===== src/rtl/cla_ctrl_pkg.sv =====
// Shared types and helpers for the nibble-serial shared-adder controller.
package cla_ctrl_pkg;

  typedef enum logic [1:0] {
    IDLE = 2'd0,
    RUN  = 2'd1,
    DONE = 2'd2
  } state_t;

  localparam int NIB_DEFAULT = 4;

  // Width of the nibble counter; at least one bit, even when there is a single nibble.
  function automatic int cnt_width(input int nib);
    return (nib <= 1) ? 1 : $clog2(nib);
  endfunction

endpackage


===== src/rtl/cla_shared_adder_ctrl_if.sv =====
// Request and response channels between the two clients and the shared adder.
interface cla_shared_adder_ctrl_if
  import cla_ctrl_pkg::*;
#(
  parameter int NIB = NIB_DEFAULT
);
  localparam int W = 4 * NIB;

  logic         req0_valid;
  logic         req0_ready;
  logic [W-1:0] req0_a;
  logic [W-1:0] req0_b;
  logic         req0_cin;

  logic         req1_valid;
  logic         req1_ready;
  logic [W-1:0] req1_a;
  logic [W-1:0] req1_b;
  logic         req1_cin;

  logic         rsp_valid;
  logic         rsp_ready;
  logic [W-1:0] rsp_sum;
  logic         rsp_cout;
  logic         rsp_id;

  // Client side: issues operations and consumes results.
  modport master (
    output req0_valid, req0_a, req0_b, req0_cin,
    input  req0_ready,
    output req1_valid, req1_a, req1_b, req1_cin,
    input  req1_ready,
    input  rsp_valid, rsp_sum, rsp_cout, rsp_id,
    output rsp_ready
  );

  // Adder side: accepts operations and produces results.
  modport slave (
    input  req0_valid, req0_a, req0_b, req0_cin,
    output req0_ready,
    input  req1_valid, req1_a, req1_b, req1_cin,
    output req1_ready,
    output rsp_valid, rsp_sum, rsp_cout, rsp_id,
    input  rsp_ready
  );

endinterface


===== src/rtl/CLA.sv =====
// 4-bit carry-lookahead slice: all four carries are formed from generate/propagate terms.
module CLA (
  output logic [3:0] SUM,
  output logic       C_OUT,
  input  logic       C_IN,
  input  logic [3:0] A,
  input  logic [3:0] B
);

  logic [3:0] g;
  logic [3:0] p;
  logic [4:0] c;

  // Lookahead carries, sum and carry-out.
  always_comb begin
    g    = A & B;
    p    = A ^ B;
    c[0] = C_IN;
    c[1] = g[0] | (p[0] & C_IN);
    c[2] = g[1] | (p[1] & g[0]) | (p[1] & p[0] & C_IN);
    c[3] = g[2] | (p[2] & g[1]) | (p[2] & p[1] & g[0]) | (p[2] & p[1] & p[0] & C_IN);
    c[4] = g[3] | (p[3] & g[2]) | (p[3] & p[2] & g[1]) | (p[3] & p[2] & p[1] & g[0])
         | (p[3] & p[2] & p[1] & p[0] & C_IN);
    SUM   = p ^ c[3:0];
    C_OUT = c[4];
  end

endmodule


===== src/rtl/cla_shared_adder_ctrl.sv =====
// Two-client arbiter and sequencer driving one 4-bit CLA slice, one nibble per cycle, LSB first.
module cla_shared_adder_ctrl
  import cla_ctrl_pkg::*;
#(
  parameter int NIB = NIB_DEFAULT
) (
  input  logic                     clk,
  input  logic                     rst_n,
  cla_shared_adder_ctrl_if.slave   bus
);

  localparam int              W        = 4 * NIB;
  localparam int              CW       = cnt_width(NIB);
  localparam logic [CW-1:0]   CNT_LAST = CW'(NIB - 1);

  state_t         state;
  state_t         state_nxt;
  logic           last;       // id granted most recently; breaks ties toward the other client
  logic [CW-1:0]  cnt;
  logic [W-1:0]   a_q;
  logic [W-1:0]   b_q;
  logic [W-1:0]   sum_q;
  logic           carry_q;
  logic           id_q;

  logic           grant0;
  logic           grant1;
  logic           take0;
  logic           take1;

  logic [3:0]     slice_a;
  logic [3:0]     slice_b;
  logic [3:0]     slice_sum;
  logic           slice_cout;

  // Round-robin grant: a lone requester wins; on a tie the one not served last wins.
  always_comb begin
    grant0 = bus.req0_valid && (!bus.req1_valid || last);
    grant1 = bus.req1_valid && (!bus.req0_valid || !last);
  end

  // Readies are only offered in IDLE and are held low while reset is asserted.
  assign bus.req0_ready = rst_n && (state == IDLE) && grant0;
  assign bus.req1_ready = rst_n && (state == IDLE) && grant1;
  assign take0          = bus.req0_valid && bus.req0_ready;
  assign take1          = bus.req1_valid && bus.req1_ready;

  // FSM state register.
  // NOTE: sequential state always uses non-blocking assignment so every flop samples pre-edge values.
  always_ff @(posedge clk or negedge rst_n) begin
    if (!rst_n) state <= IDLE;
    else        state <= state_nxt;
  end

  // FSM next-state logic.
  // NOTE: the default is assigned first so no path through the case leaves state_nxt unassigned (no latch).
  always_comb begin
    state_nxt = state;
    unique case (state)
      IDLE:    if (take0 || take1)     state_nxt = RUN;
      RUN:     if (cnt == CNT_LAST)    state_nxt = DONE;
      DONE:    if (bus.rsp_ready)      state_nxt = IDLE;
      default:                         state_nxt = IDLE;
    endcase
  end

  // Select the current nibble of each latched operand for the slice.
  always_comb begin
    slice_a = a_q[4*int'(cnt) +: 4];
    slice_b = b_q[4*int'(cnt) +: 4];
  end

  CLA u_cla (
    .SUM   (slice_sum),
    .C_OUT (slice_cout),
    .C_IN  (carry_q),
    .A     (slice_a),
    .B     (slice_b)
  );

  // Operand capture at transfer, then one nibble of sum and the ripple carry per RUN cycle.
  // NOTE: operand and result registers are reset too, so an aborted operation leaves no stale result on rsp_*.
  always_ff @(posedge clk or negedge rst_n) begin
    if (!rst_n) begin
      a_q     <= '0;
      b_q     <= '0;
      sum_q   <= '0;
      carry_q <= 1'b0;
      id_q    <= 1'b0;
      cnt     <= '0;
      last    <= 1'b1;
    end else begin
      unique case (state)
        IDLE: begin
          if (take0) begin
            a_q     <= bus.req0_a;
            b_q     <= bus.req0_b;
            carry_q <= bus.req0_cin;
            id_q    <= 1'b0;
            last    <= 1'b0;
            cnt     <= '0;
          end else if (take1) begin
            a_q     <= bus.req1_a;
            b_q     <= bus.req1_b;
            carry_q <= bus.req1_cin;
            id_q    <= 1'b1;
            last    <= 1'b1;
            cnt     <= '0;
          end
        end
        RUN: begin
          sum_q[4*int'(cnt) +: 4] <= slice_sum;
          carry_q                 <= slice_cout;
          if (cnt != CNT_LAST) cnt <= cnt + CW'(1);
        end
        default: ;
      endcase
    end
  end

  // Response channel driven straight from the result registers.
  assign bus.rsp_valid = (state == DONE);
  assign bus.rsp_sum   = sum_q;
  assign bus.rsp_cout  = carry_q;
  assign bus.rsp_id    = id_q;

endmodule


===== src/flat_wrapper.sv =====
// flat-port wrapper written by rule: the top's interface ports become plain ports
module cla_shared_adder_ctrl_flat import cla_ctrl_pkg::*;
#(
  parameter int NIB = NIB_DEFAULT
)
  (clk, rst_n, bus_req0_valid, bus_req0_a, bus_req0_b, bus_req0_cin, bus_req0_ready, bus_req1_valid, bus_req1_a, bus_req1_b, bus_req1_cin, bus_req1_ready, bus_rsp_valid, bus_rsp_sum, bus_rsp_cout, bus_rsp_id, bus_rsp_ready);
  cla_shared_adder_ctrl_if #(.NIB(NIB)) bus_i ();
  input  logic clk;
  input  logic rst_n;
  input wire logic [$bits(bus_i.req0_valid)-1:0] bus_req0_valid;
  input wire logic [$bits(bus_i.req0_a)-1:0] bus_req0_a;
  input wire logic [$bits(bus_i.req0_b)-1:0] bus_req0_b;
  input wire logic [$bits(bus_i.req0_cin)-1:0] bus_req0_cin;
  output wire logic [$bits(bus_i.req0_ready)-1:0] bus_req0_ready;
  input wire logic [$bits(bus_i.req1_valid)-1:0] bus_req1_valid;
  input wire logic [$bits(bus_i.req1_a)-1:0] bus_req1_a;
  input wire logic [$bits(bus_i.req1_b)-1:0] bus_req1_b;
  input wire logic [$bits(bus_i.req1_cin)-1:0] bus_req1_cin;
  output wire logic [$bits(bus_i.req1_ready)-1:0] bus_req1_ready;
  output wire logic [$bits(bus_i.rsp_valid)-1:0] bus_rsp_valid;
  output wire logic [$bits(bus_i.rsp_sum)-1:0] bus_rsp_sum;
  output wire logic [$bits(bus_i.rsp_cout)-1:0] bus_rsp_cout;
  output wire logic [$bits(bus_i.rsp_id)-1:0] bus_rsp_id;
  input wire logic [$bits(bus_i.rsp_ready)-1:0] bus_rsp_ready;
  assign bus_i.req0_valid = bus_req0_valid;
  assign bus_i.req0_a = bus_req0_a;
  assign bus_i.req0_b = bus_req0_b;
  assign bus_i.req0_cin = bus_req0_cin;
  assign bus_req0_ready = bus_i.req0_ready;
  assign bus_i.req1_valid = bus_req1_valid;
  assign bus_i.req1_a = bus_req1_a;
  assign bus_i.req1_b = bus_req1_b;
  assign bus_i.req1_cin = bus_req1_cin;
  assign bus_req1_ready = bus_i.req1_ready;
  assign bus_rsp_valid = bus_i.rsp_valid;
  assign bus_rsp_sum = bus_i.rsp_sum;
  assign bus_rsp_cout = bus_i.rsp_cout;
  assign bus_rsp_id = bus_i.rsp_id;
  assign bus_i.rsp_ready = bus_rsp_ready;
  cla_shared_adder_ctrl #(.NIB(NIB)) u_core (.clk(clk), .rst_n(rst_n), .bus(bus_i));
endmodule

===== config.mk =====
export PLATFORM = sky130hd
export DESIGN_NAME = cla_shared_adder_ctrl_flat
export DESIGN_NICKNAME = d
export VERILOG_FILES = /design/src/rtl/cla_ctrl_pkg.sv /design/src/rtl/cla_shared_adder_ctrl_if.sv /design/src/rtl/CLA.sv /design/src/rtl/cla_shared_adder_ctrl.sv /design/src/flat_wrapper.sv
export SDC_FILE = /design/constraint.sdc
export NUM_CORES = 1
export LEC_CHECK = 0
export CAP_MARGIN = 10
export CELL_PAD_IN_SITES_DETAIL_PLACEMENT = 1
export CELL_PAD_IN_SITES_GLOBAL_PLACEMENT = 1
export CORE_UTILIZATION = 38
export CTS_CLUSTER_SIZE = 28
export DETAILED_ROUTE_END_ITERATION = 6
export HOLD_SLACK_MARGIN = 0.15
export PLACE_DENSITY = 0.88
export SLEW_MARGIN = 20
export SYNTH_ARGS = -nofsm -noshare
export SYNTH_HDL_FRONTEND = slang
export SYNTH_HIERARCHICAL = 1
export SYNTH_SLANG_ARGS = --single-unit

===== constraint.sdc =====
create_clock -name clk -period 7.4 [get_ports clk]
set_input_delay 0.74 -clock clk [delete_from_list [all_inputs] [get_ports clk]]
set_output_delay 0.74 -clock clk [all_outputs]
set_load 0.03 [all_outputs]

---- Word level (Yosys, flattened, before mapping) ----
Cells that the tools add are included.
storage, ports and cells
  register bits after elaboration ......... 55
  latch bits .............................. 0
  memory bits (writable) .................. 0
  memory bits (read-only) ................. 0
  input port bits ......................... 71
  output and inout bits ................... 21
  word-level logic and storage cells ...... 90
  memories kept ........................... 0
operators by class
  add/sub/neg operators ................... 2
  multipliers ............................. 0
  divide/modulo/power cells ............... 0
  $lt $le $gt $ge ......................... 0
  equal/unequal tests ..................... 9
  shifts and indexed selects .............. 4
  multiplexer cells ....................... 18
  bitwise operators ....................... 29
  reductions and logical operators ........ 20
operators with widths
  operator                   count
  $mux W16                   4
  $neg A4 Y33                1
  $shift A4 B33 Y16 const A  1
  $shiftx A4 B33 Y16         1
  $shiftx A16 B5 Y4          2
  $and A1 B1 Y1              16
  $bwmux W16                 1
  $mux W2                    6
  $or A1 B1 Y1               10
  $xor A4 B4 Y4              2
  $logic_and A1 B1 Y1        7
  $ne A2 B1 Y1 const B       3
  $pmux W2 S3                1
  $reduce_and A3 Y1          2
  $and A4 B4 Y4              1
  $eq A2 B2 Y1 const B       2
  $mux W1                    4
  $ne A2 B2 Y1 const B       2
  $pmux W2 S2                1
  $reduce_and A2 Y1          2
  $reduce_bool A2 Y1         2
  $logic_not A1 Y1           3
  $logic_or A1 B1 Y1         3
  $ne A3 B1 Y1 const B       1
  other kinds (4)            4

---- Longest topological paths before layout ----
  word-level depth ........................ 9
  depth in mapped cells ................... 9
  mapped depth without buffers ............ 8

---- Cells and area by module ----
The synthesis kept the hierarchy.
by module, submodules not included
  module                 times used  cells an instance  area an instance (µm²)  sequential area each (µm²)
  cla_shared_adder_ctrl  1           290                2,897.8                 1,377.6
  CLA                    1           17                 147.6                   0.0

---- Worst setup path after synthesis ----
No wires, ideal clock.
  path type ............................... input to output
  start ................................... in rst_n
  end ..................................... out bus_req0_ready
  arrival ................................. 2.022 ns
  data required time ...................... 6.660 ns
  slack ................................... 4.638 ns
  stages on the path ...................... 6
  path buffers ............................ 3
  cells stage by stage .................... or3b_4 > buf_6 > or3_1 > buf_6 > buf_6 > inv_1
on the way
  word-level cells in the longest chain between the ends .. 2
RTL lines
  element                           RTL line                     text
  start, declared                   flat_wrapper.sv:9            input logic rst_n;
  $logic_and A1 B1 Y1 (2 in a row)  cla_shared_adder_ctrl.sv:43  assign bus.req0_ready = rst_n && (state == IDLE) && grant0;
  end, declared                     flat_wrapper.sv:14           output wire logic [$bits(bus_i.req0_ready)-1:0] bus_req0_ready;
Every way passes these cells.

---- Worst setup path in the final report ----
  start ................................... in bus_req0_valid
  end ..................................... out bus_req0_ready
on the way
  word-level cells in the longest chain between the ends .. 2
RTL lines
  element              RTL line                     text
  start, declared      flat_wrapper.sv:10           input wire logic [$bits(bus_i.req0_valid)-1:0] bus_req0_valid;
  $logic_and A1 B1 Y1  cla_shared_adder_ctrl.sv:38  grant0 = bus.req0_valid && (!bus.req1_valid || last);
  $logic_and A1 B1 Y1  cla_shared_adder_ctrl.sv:43
Every way passes these cells.

==> results.py <==
metrics = {
    "place": {
        "portBuffers": 91,
        "place_hpwl_um": 6800,
        "globalplace.congestion": 0.773,
    },
    "timing": {
        "worst_slew_pin_slew_ps": 933,
        "max_clock_freq_mhz": 219,
        "fin_tns_setup_ps": 0,
        "slew_headroom_pct": 37.4,
        "fin_skew_ps": 6.32,
        "setup_viol": 0,
        "fin_hold_ws_ps": 489,
        "fin_crit_sh_pct": 61.6,
        "min_period_ps": 4560,
        "finalMaxSlewViolations": 0,
        "rsz0062_at_grt": "false",
        "hold_violations": 0,
    },
    "setup_path": {
        "cp_data_required_time_ps": 6660,
        "crit_path_cell_trace": "clkdlybuf4s50_1 -> clkinv_1 -> or3_1 -> buf_4 -> inv_1 -> clkdlybuf4s50_1",
        "path_class": "primary input to output port",
        "start_kind": "primary input",
        "critPathTopFamily": "buffers and inverters",
        "cp_max_fo": 35,
        "critPathBufInv": 5,
        "endpoint_kind": "output port",
        "slowest_delay_ps": 780,
        "cp_slowest_cell": "clkinv_1",
        "crit_top_cell": "clkdlybuf4s50_1",
        "r2r_slack_ps": 4490,
        "arrival_ps": 3820,
        "reg2reg_to": "u_core/bus.rsp_cout$_DFFE_PN0P_",
        "rr_worst_depth": 8,
        "timing.rr.start": "u_core/cnt[0]$_DFFE_PN0P_",
        "startpoint": "bus_req0_valid",
    },
    "logic_synthesis": {
        "synth_fa_ha_area_share_pct": 3.94,
        "syn-cell-area_um2": 3050,
        "ys_seq_elements": 55,
        "postSynthNetCount": 387,
        "yosysTopAreaCell": "dfrtp_1",
        "avgSynthCellArea_um2": 9.92,
        "yosysUniqueCellTypes": 37,
        "synth_top_area_share_pct": 44.4,
        "synthCells": 307,
        "yosys_warnings": 6,
        "synth.most_common_cell": "dfrtp_1",
        "synth_mux_area_share_pct": 6.24,
        "synth_flop_cell": "dfrtp_1",
        "synth_xor_area_share_pct": 0.863,
        "ys_top_cells_by_area": "dfrtp_1 44%, nor4_1 7.2%, a31oi_1 6.6%",
        "synth_compound_area_share_pct": 19.7,
        "synth_edf_count": 0,
        "synthSimpleGateAreaFrac_pct": 17.5,
        "ys_seq_area_share_pct": 45.2,
        "yosys-top-cells-count": "54 x dfrtp_1, 39 x o21ai_0, 35 x nor4_1",
        "synth-async-reset-ratio_pct": 100,
        "synth_top_family_by_area": "compound AO/OA/AOI/OAI gates",
    },
    "clocking": {
        "post_cts_buffers": 0,
        "cts_tree": "yes",
        "insertion_delay_ps": 310,
        "numCtsBuffers": 5,
        "clk_pin_slew_ps": 90,
        "max-clock-path-buffers": 2,
        "htreeDepth": 2,
        "postCtsHoldBufs": 0,
        "cts_root_buf": "clkbuf_8",
        "cts.sinks": 55,
        "cts_resized": 0,
    },
    "job": {
        "maxCapViolations": 0,
    },
    "floorplan": {
        "chipHeight_um": 91.5,
        "ioPinCount": 92,
        "row_count": 32,
        "start_util_pct": 39.4,
        "die-area_um2": 8380,
        "die_w_um": 91.5,
        "core_region_area_um2": 7730,
    },
    "drt": {
        "drc_errors": 0,
        "wirelength_um": 9260,
        "vias_per_cell": 5.90,
        "dr_total_vias": 2843,
        "drtIter0Drc": 130,
        "ant_nets": 0,
        "wl_per_cell_um": 19.2,
        "drtPass1Iterations": 4,
    },
    "finish": {
        "layout.nets": 459,
        "fillCellCount": 854,
        "n_antenna_cell": 0,
        "area_growth_pct": 33.5,
        "utilization_pct": 52.6,
        "drive_gt1_share_pct": 7.37,
    },
    "hold_path": {
        "hold_depth": 2,
        "hold_class": "flop to flop",
        "hold_path_end": "u_core/bus.rsp_sum[0]$_DFFE_PN0P_",
        "hold_start": "u_core/bus.rsp_sum[0]$_DFFE_PN0P_",
    },
    "power": {
        "total_leakage_power_uw": 0.00157,
        "power_switching_share_pct": 45.8,
        "p_clk_share_pct": 10.4,
        "combPwrFrac_pct": 57.1,
        "ir_worst_vdd_v": 0.000176,
        "power.density_nw_per_um2": 422,
        "p_int_uw": 929,
        "p_switching_uw": 786,
        "share_seq_of_total_power_pct": 32.5,
    },
    "global_route": {
        "track_usage_pct": 24.0,
        "first_global_vias": 3106,
        "grt_pass1_wl_um": 15600,
        "antenna_found_initial": 0,
        "grt_overflow_total": 0,
        "grt_max_degree": 67,
    },
    "outcome": {
        "status": "completed",
    },
}
[power by group through the flow]
stage,registers (uW),clock network (uW),logic (uW)
global placement,551,0,913
detailed placement,564,0,975
global route,577,197,1070
floorplan,547,0,655
finish,557,179,980
CTS,558,186,978
[cell families after synthesis]
group                      Yosys count
adders and majority gates            9
muxes                                9
xor gates and xnor gates             3
DFF                                 55
AOI/OAI and AO/OA                   96
buffers and inverters               41
and+or+nand+nor                     94
[placed cells by master (no fill, tap or decap), types with 2 or more instances in the layout]
cell | synthesis | final
ha_1 | 8 | 8
nand3b_1 | 5 | 5
nand3_1 | 32 | 32
mux4_2 | 8 | 8
nand2_1 | 10 | 10
nor2_1 | 2 | 2
a22o_1 | 12 | 12
o21a_1 | 2 | 2
a31oi_1 | 32 | 32
o21ai_0 | 39 | 39
a21o_1 | 5 | 5
buf_4 | 0 | 5
clkbuf_8 | 0 | 7
inv_1 | 9 | 9
dfrtp_1 | 54 | 54
clkdlybuf4s50_1 | 0 | 90
xnor2_1 | 2 | 2
nand2b_1 | 4 | 4
nor4_1 | 35 | 35
[layout make-up]
cell class | count | area (um2) | share of cell area, %
multi-input combinational | 211 | 1480 | 36.4
sequential | 55 | 1380 | 33.9
timing repair buffer | 96 | 943 | 23.2
tap | 102 | 128 | 3.14
clock buffer | 8 | 100 | 2.46
inverter | 10 | 37.5 | 0.923
[how the worst max path moves through the flow]
stage / to / cells past startpoint
final: bus_req0_ready / 6
after global routing: bus_req0_ready / 6
after CTS: bus_req0_ready / 6
after detailed placement: bus_req0_ready / 6
after global placement: bus_req0_ready / 6
after floorplan: bus_req0_ready / 6
[per-layer routing]
metal | GRT usage [%] | share of wire (%) | vias up
li1 | - | - | 1317
met1 | 28.7 | 40 | 1413
met2 | 43.7 | 54 | 94
met3 | 3.52 | 3.7 | 19
met4 | 8.20 | 2.4 | 0
met5 | 0 | 0 | -
[sequential cells by signal, indices dropped and copies added (netlist names)]
name / count
u_core/b_q: 16
u_core/cnt: 2
u_core/a_q: 16
u_core/bus.rsp_id: 1
u_core/bus.rsp_sum: 16
u_core/state: 2
u_core/bus.rsp_cout: 1
u_core/last: 1
[worst min-delay path: stages, from the launching register on]
cell and delay (ps):
dfrtp_1 350, nand2_1 50, o21ai_0 60
[per-stage QoR]
| step | worst slack (ps) | cells | instance area (um2) | total power (uW) |
|---|---|---|---|---|
| 2_1_floorplan | 4640 | 307 | 3050 | 1200 |
| 3_3_place_gp | 2990 | 474 | 3970 | 1460 |
| 3_5_place_dp | 2880 | 474 | 3970 | 1540 |
| 4_1_cts | 2850 | 482 | 4070 | 1720 |
| 5_1_grt | 2610 | 482 | 4070 | 1850 |
| 6_report | 2840 | 482 | 4070 | 1720 |
No activity file was read; power rests on OpenSTA's default activity.
